==> src/rtl/skew_feeder.sv <==
// ---------------------------------------------------------------------------
// skew_feeder
//
// Lane-skew feeder for the edge of a systolic array. It takes one LEN-lane
// vector per accepted beat and delays lane i by a multiple of STEP beats:
//   SKEW   (mode = 0): delay STEP*i          -> builds the diagonal wavefront
//   DESKEW (mode = 1): delay STEP*(LEN-1-i)  -> realigns a wavefront leaving
// After the last beat of a frame the feeder drains itself by shifting zeros
// for D = STEP*(LEN-1) cycles. It flags the final output beat with out_last.
//
// Ports
//   clk        in   rising-edge clock
//   rst_n      in   asynchronous active-low reset
//   mode       in   0 = SKEW, 1 = DESKEW, sampled on the first beat of a frame
//   in_valid   in   input beat present
//   in_ready   out  beat accepted when in_valid && in_ready (low while draining)
//   in_last    in   accepted beat is the last of its frame
//   x_in       in   LEN lanes of DEP-bit signed data, lane i = x_in[i]
//   out_valid  out  x_out holds a valid beat
//   out_last   out  final beat of the output frame (qualified by out_valid)
//   x_out      out  LEN lanes of DEP-bit signed data, lane i = x_out[i]
//   busy       out  feeder is inside a frame (RUN or DRAIN)
// ---------------------------------------------------------------------------
module skew_feeder #(
    parameter int DEP  = 8,
    parameter int LEN  = 4,
    parameter int STEP = 1
) (
    input  logic                           clk,
    input  logic                           rst_n,
    input  logic                           mode,
    input  logic                           in_valid,
    output logic                           in_ready,
    input  logic                           in_last,
    input  logic signed [LEN-1:0][DEP-1:0] x_in,
    output logic                           out_valid,
    output logic                           out_last,
    output logic signed [LEN-1:0][DEP-1:0] x_out,
    output logic                           busy
);

    // Drain length in beats and the width of the drain counter.
    localparam int D  = STEP * (LEN - 1);
    localparam int CW = (D > 0) ? $clog2(D + 1) : 1;

    localparam logic [1:0] S_IDLE  = 2'd0;
    localparam logic [1:0] S_RUN   = 2'd1;
    localparam logic [1:0] S_DRAIN = 2'd2;

    logic [1:0]    state_q, state_d;
    logic [CW-1:0] drain_cnt_q, drain_cnt_d;
    logic          mode_q, mode_d;

    logic          acc;        // input beat accepted this cycle
    logic          adv;        // chains advance this cycle
    logic          drain;      // DRAIN state
    logic          final_adv;  // this advance produces the frame's last beat
    logic          eff_mode;   // mode in force for this cycle's tap selection

    logic [DEP-1:0] lane_in [LEN];
    logic [DEP-1:0] tap     [LEN];

    assign drain    = (state_q == S_DRAIN);
    assign in_ready = !drain;
    assign busy     = (state_q != S_IDLE);
    assign acc      = in_valid && in_ready;
    assign adv      = acc || drain;

    // The first beat of a frame already follows the incoming mode; from then
    // on the latched copy is used so mid-frame toggles have no effect.
    assign eff_mode = (state_q == S_IDLE) ? mode : mode_q;

    // Final advance: last drain step, or the in_last beat itself when there
    // is nothing to drain (single lane).
    assign final_adv = (drain && (drain_cnt_q == CW'(1)))
                    || (acc && in_last && (D == 0));

    // Zeros are pushed into every lane while draining.
    always_comb begin
        for (int i = 0; i < LEN; i++) begin
            lane_in[i] = drain ? '0 : x_in[i];
        end
    end

    // ---------------------------------------------------------------------
    // Frame control FSM
    // ---------------------------------------------------------------------
    always_comb begin
        state_d     = state_q;
        drain_cnt_d = drain_cnt_q;
        mode_d      = mode_q;
        case (state_q)
            S_IDLE: begin
                if (acc) begin
                    mode_d = mode;
                    if (in_last) begin
                        if (D > 0) begin
                            state_d     = S_DRAIN;
                            drain_cnt_d = CW'(D);
                        end
                    end else begin
                        state_d = S_RUN;
                    end
                end
            end
            S_RUN: begin
                if (acc && in_last) begin
                    if (D > 0) begin
                        state_d     = S_DRAIN;
                        drain_cnt_d = CW'(D);
                    end else begin
                        state_d = S_IDLE;
                    end
                end
            end
            S_DRAIN: begin
                drain_cnt_d = drain_cnt_q - CW'(1);
                if (drain_cnt_q == CW'(1)) begin
                    state_d = S_IDLE;
                end
            end
            default: begin
                state_d     = S_IDLE;
                drain_cnt_d = '0;
            end
        endcase
    end

    always_ff @(posedge clk or negedge rst_n) begin
        if (!rst_n) begin
            state_q     <= S_IDLE;
            drain_cnt_q <= '0;
            mode_q      <= 1'b0;
        end else begin
            state_q     <= state_d;
            drain_cnt_q <= drain_cnt_d;
            mode_q      <= mode_d;
        end
    end

    // ---------------------------------------------------------------------
    // Per-lane delay chains: every lane owns a full D-deep chain and the
    // mode only moves the tap, so switching modes never needs a re-size.
    // ---------------------------------------------------------------------
    for (genvar i = 0; i < LEN; i++) begin : g_lane
        localparam int DS = STEP * i;
        localparam int DD = STEP * (LEN - 1 - i);

        logic [DEP-1:0] tap_s, tap_d;

        if (D > 0) begin : g_chain
            logic [DEP-1:0] chain_q [D];

            // Chain holds on stall cycles, so positions count advances only.
            always_ff @(posedge clk or negedge rst_n) begin
                if (!rst_n) begin
                    for (int k = 0; k < D; k++) begin
                        chain_q[k] <= '0;
                    end
                end else if (adv) begin
                    chain_q[0] <= lane_in[i];
                    for (int k = 1; k < D; k++) begin
                        chain_q[k] <= chain_q[k-1];
                    end
                end
            end

            // A zero-depth lane bypasses its chain entirely.
            if (DS == 0) begin : g_s_thru
                assign tap_s = lane_in[i];
            end else begin : g_s_tap
                assign tap_s = chain_q[DS-1];
            end

            if (DD == 0) begin : g_d_thru
                assign tap_d = lane_in[i];
            end else begin : g_d_tap
                assign tap_d = chain_q[DD-1];
            end
        end else begin : g_thru
            assign tap_s = lane_in[i];
            assign tap_d = lane_in[i];
        end

        assign tap[i] = eff_mode ? tap_d : tap_s;
    end

    // ---------------------------------------------------------------------
    // Output register: carries a beat only on advance cycles, zero otherwise
    // ---------------------------------------------------------------------
    always_ff @(posedge clk or negedge rst_n) begin
        if (!rst_n) begin
            out_valid <= 1'b0;
            out_last  <= 1'b0;
            x_out     <= '0;
        end else if (adv) begin
            out_valid <= 1'b1;
            out_last  <= final_adv;
            for (int i = 0; i < LEN; i++) begin
                x_out[i] <= tap[i];
            end
        end else begin
            out_valid <= 1'b0;
            out_last  <= 1'b0;
            x_out     <= '0;
        end
    end

endmodule

==> config.mk <==
export PLATFORM = sky130hd
export DESIGN_NAME = skew_feeder
export DESIGN_NICKNAME = d
export VERILOG_FILES = /design/src/rtl/skew_feeder.sv
export SDC_FILE = /design/constraint.sdc
export NUM_CORES = 1
export LEC_CHECK = 0
export BUFFER_PORTS_ARGS = -buffer_cell sky130_fd_sc_hd__buf_2
export CAP_MARGIN = 25
export CELL_PAD_IN_SITES_DETAIL_PLACEMENT = 1
export CELL_PAD_IN_SITES_GLOBAL_PLACEMENT = 1
export CORE_MARGIN = 2
export CORE_UTILIZATION = 45
export DETAILED_ROUTE_END_ITERATION = 10
export PLACE_DENSITY_LB_ADDON = 0.3
export SLEW_MARGIN = 20
export SYNTH_ARGS = -nofsm -noshare
export SYNTH_HDL_FRONTEND = slang
export SYNTH_SLANG_ARGS = --single-unit
==> constraint.sdc <==
create_clock -name clk -period 2.79 [get_ports clk]
set_clock_uncertainty 0.15 [all_clocks]
set_input_delay 0.279 -clock clk [delete_from_list [all_inputs] [get_ports clk]]
set_output_delay 0.279 -clock clk [all_outputs]
set_load 0.02 [all_outputs]
==> out/results.ini <==
[sta]
worst_slew_pin_slew_ps=946.8
grt_setup_unrepaired=false
hold_viol=0
max-slew-margin-rel=0.3688
whs_ps=109.6
setup_viol=0
post-route-min-period_ps=2582
slew_violations=0
max_freq_mhz=387.2
min_period_over_period=0.9256
tns_ps=0

[clock_tree]
clk_latency_ps=520
cts_buffer_depth=2
cts_buffers=17
cts.sinks=119
cts_tree=yes
h-tree-depth=4
cts_root_buf=clkbuf_8
clk_pin_slew_ps=60

[placed_design]
io_buffers=72
dpl.hpwl_microns=7440
place_area_sq_um=5429
globalplace.congestion=0.7513

[hold_path]
hold_start=in_valid
min_path_type=in -> reg
holdPathEnd=state_q[1]
hold_depth=3

[detailed_routing]
wl_met3_microns=424
drt_iter0_markers=155
dr_total_vias=3585
first_pass_iters=7
vias_per_cell=5.375
dr.max_layer_used=met4
dr_wl_met2_microns=6569
antenna_left=0
drc=0
drt-met1-wl_microns=5304
wirelength_microns=12410
wl_per_cell_microns=18.61

[worst_setup_path]
reg2reg_from=state_q[1]
crit_fanout=51
start_kind=flip-flop
reg2reg_slack_ps=650
r2r_cells=4
cp.arrival_ps=2150
r2r_end=g_lane[0].g_chain.chain_q[13]
critPathKind=reg -> out
crit_required_ps=2360
end_kind=output pin

[grt]
antenna_found_initial=0
track_usage=0.2274
grt_overflow=0
grt_pass1_wl_microns=20510
grt_pass1_vias=4097
grt_max_degree=54

[pwr]
p_int_uw=4580
p_leak_uw=0.003073
power.total_uw=7043
p_switching_uw=2464
comb_power_share=0.311
power_density_nw_per_um2=1115
vdd_drop_max_mv=0.6058
switching_share=0.3498
power_frac_seq=0.410
clkPwrFrac=0.279

[floorplanning]
dieArea_sq_um=11990
die_x_microns=109.5
die_h_microns=109.5
io_pins=73
initial_core_util=0.4621
design.core.area_sq_um=10840
row_count=38

[yosys]
synth_flop_cell=dfrtp_1
yosysSeqAreaShare=0.5944
synth_edf_count=0
yosys_warnings=0
synth.most_common_cell=dfrtp_1
synth_nets=450
syn_area_sq_um=5010
synth_cells=412
netlist.area_leader.share=0.5944
async_reset_ff_frac=1.000
synthTopCellsByArea=dfrtp_1 (59%), mux2i_1 (6.4%), mux2_4 (6.3%)
synth.avg_cell_area_sq_um=12.16
ys_seq_elements=119
ys_top_cells_by_count=dfrtp_1 (119), o21ai_0 (49), a21oi_1 (42), nor2_1 (35), mux2i_1 (32)
synth_cell_types=31
synth_top_area_cell=dfrtp_1

[cells_and_area]
fin_area_sq_um=6315
final_layout_size_suffix_gt1_frac=0.2941
syn_to_final_growth_pct=26.05
diodes=0
final_util=0.5825
finish.net_count=552

[flow_run]
drv_cap=0

[run_status]
run_status=finished clean

-- worst max-delay path: stages, from the launching register on --
cell and delay, ps:
dfrtp_1 610, nor2b_4 310, buf_6 390, inv_1 130
buf_2 180
-- placed cells by master (no fill, tap or decap), types with 2 or more instances in the layout --
cell / Yosys / final
nor3b_2: 2 / 2
inv_1: 11 / 11
nor2_1: 35 / 35
clkbuf_1: 5 / 3
clkinv_2: 0 / 8
o21ai_1: 8 / 8
buf_4: 2 / 7
dfrtp_1: 119 / 119
buf_2: 14 / 70
dlygate4sd3_1: 0 / 35
a21oi_1: 42 / 42
o2111ai_1: 8 / 8
mux2_2: 20 / 20
mux2i_1: 32 / 32
clkbuf_16: 0 / 16
o21ai_0: 49 / 49
nand3_1: 16 / 16
nand2_1: 3 / 3
mux2_4: 21 / 21
clkbuf_8: 0 / 3
o22ai_1: 2 / 2
-- flip-flops by register name, summed over array words and instances, names as in the netlist --
| register | flops |
|---|---|
| g_lane.g_chain.chain_q | 32 |
| x_out | 32 |
| g_lane.tap_d | 24 |
| g_lane.tap_s | 24 |
| drain_cnt_q | 2 |
| state_q | 2 |
| mode_q | 1 |
| out_last | 1 |
| out_valid | 1 |
-- kinds of logic (layout without fill, tap and decap cells) --
kind of cell	Yosys count	in the layout	share of synthesized area
flops	119	119	0.5944
compound gates	112	112	0.1201
mux	73	73	0.1718
simple gates	64	64	0.06294
buf+inv	43	158	0.04820
fa+ha+maj	1	1	0.002497
-- timing repair --
item	4_1_cts	5_1_grt
hold buffers	35	0
endpoints found under the hold margin	96	0
setup endpoints to repair	0	1
gates resized for setup	0	1
setup buffers	0	0
-- layout make-up --
| class | instances | area, sq um |
|---|---|---|
| sequential | 119 | 2978 |
| multi-input combinational | 250 | 1798 |
| inverter | 12 | 47.55 |
| clock buffer | 22 | 452.9 |
| tap | 140 | 175.2 |
| fill | 1128 | 4526 |
| timing repair buffer | 114 | 784.5 |
| clock inverter | 10 | 78.83 |
-- layer usage --
metal	track usage	vias up
met5	0	-
met4	0.06420	0
met3	0.06224	14
met2	0.4048	72
met1	0.2693	1845
li1	-	1654
-- power groups by stage --
| stage | combinational, uW | sequential, uW | clock, uW |
|---|---|---|---|
| after floorplan | 1350 | 3010 | 0 |
| final | 2190 | 2890 | 1960 |
| after global routing | 2400 | 2980 | 2090 |
| after global placement | 2040 | 2850 | 0 |
| after CTS | 2190 | 2900 | 1990 |
| after detailed placement | 2130 | 2900 | 0 |
-- how the worst max path moves through the flow --
| stage | startpoint | end |
|---|---|---|
| after global routing | state_q[1] | in_ready |
| final | state_q[1] | in_ready |
| after global placement | state_q[1] | in_ready |
| after CTS | state_q[1] | in_ready |
| after floorplan | state_q[1] | g_lane[1].tap_d[5] |
| after detailed placement | state_q[1] | in_ready |
-- through the flow --
step                cells  setup WS [ps]
finish                667          207.6
detailed placement    600          626.3
floorplan             412           1161
global route          667          76.90
CTS                   667          59.88
global placement      600          684.1
Power figures use the tool's default switching activity.
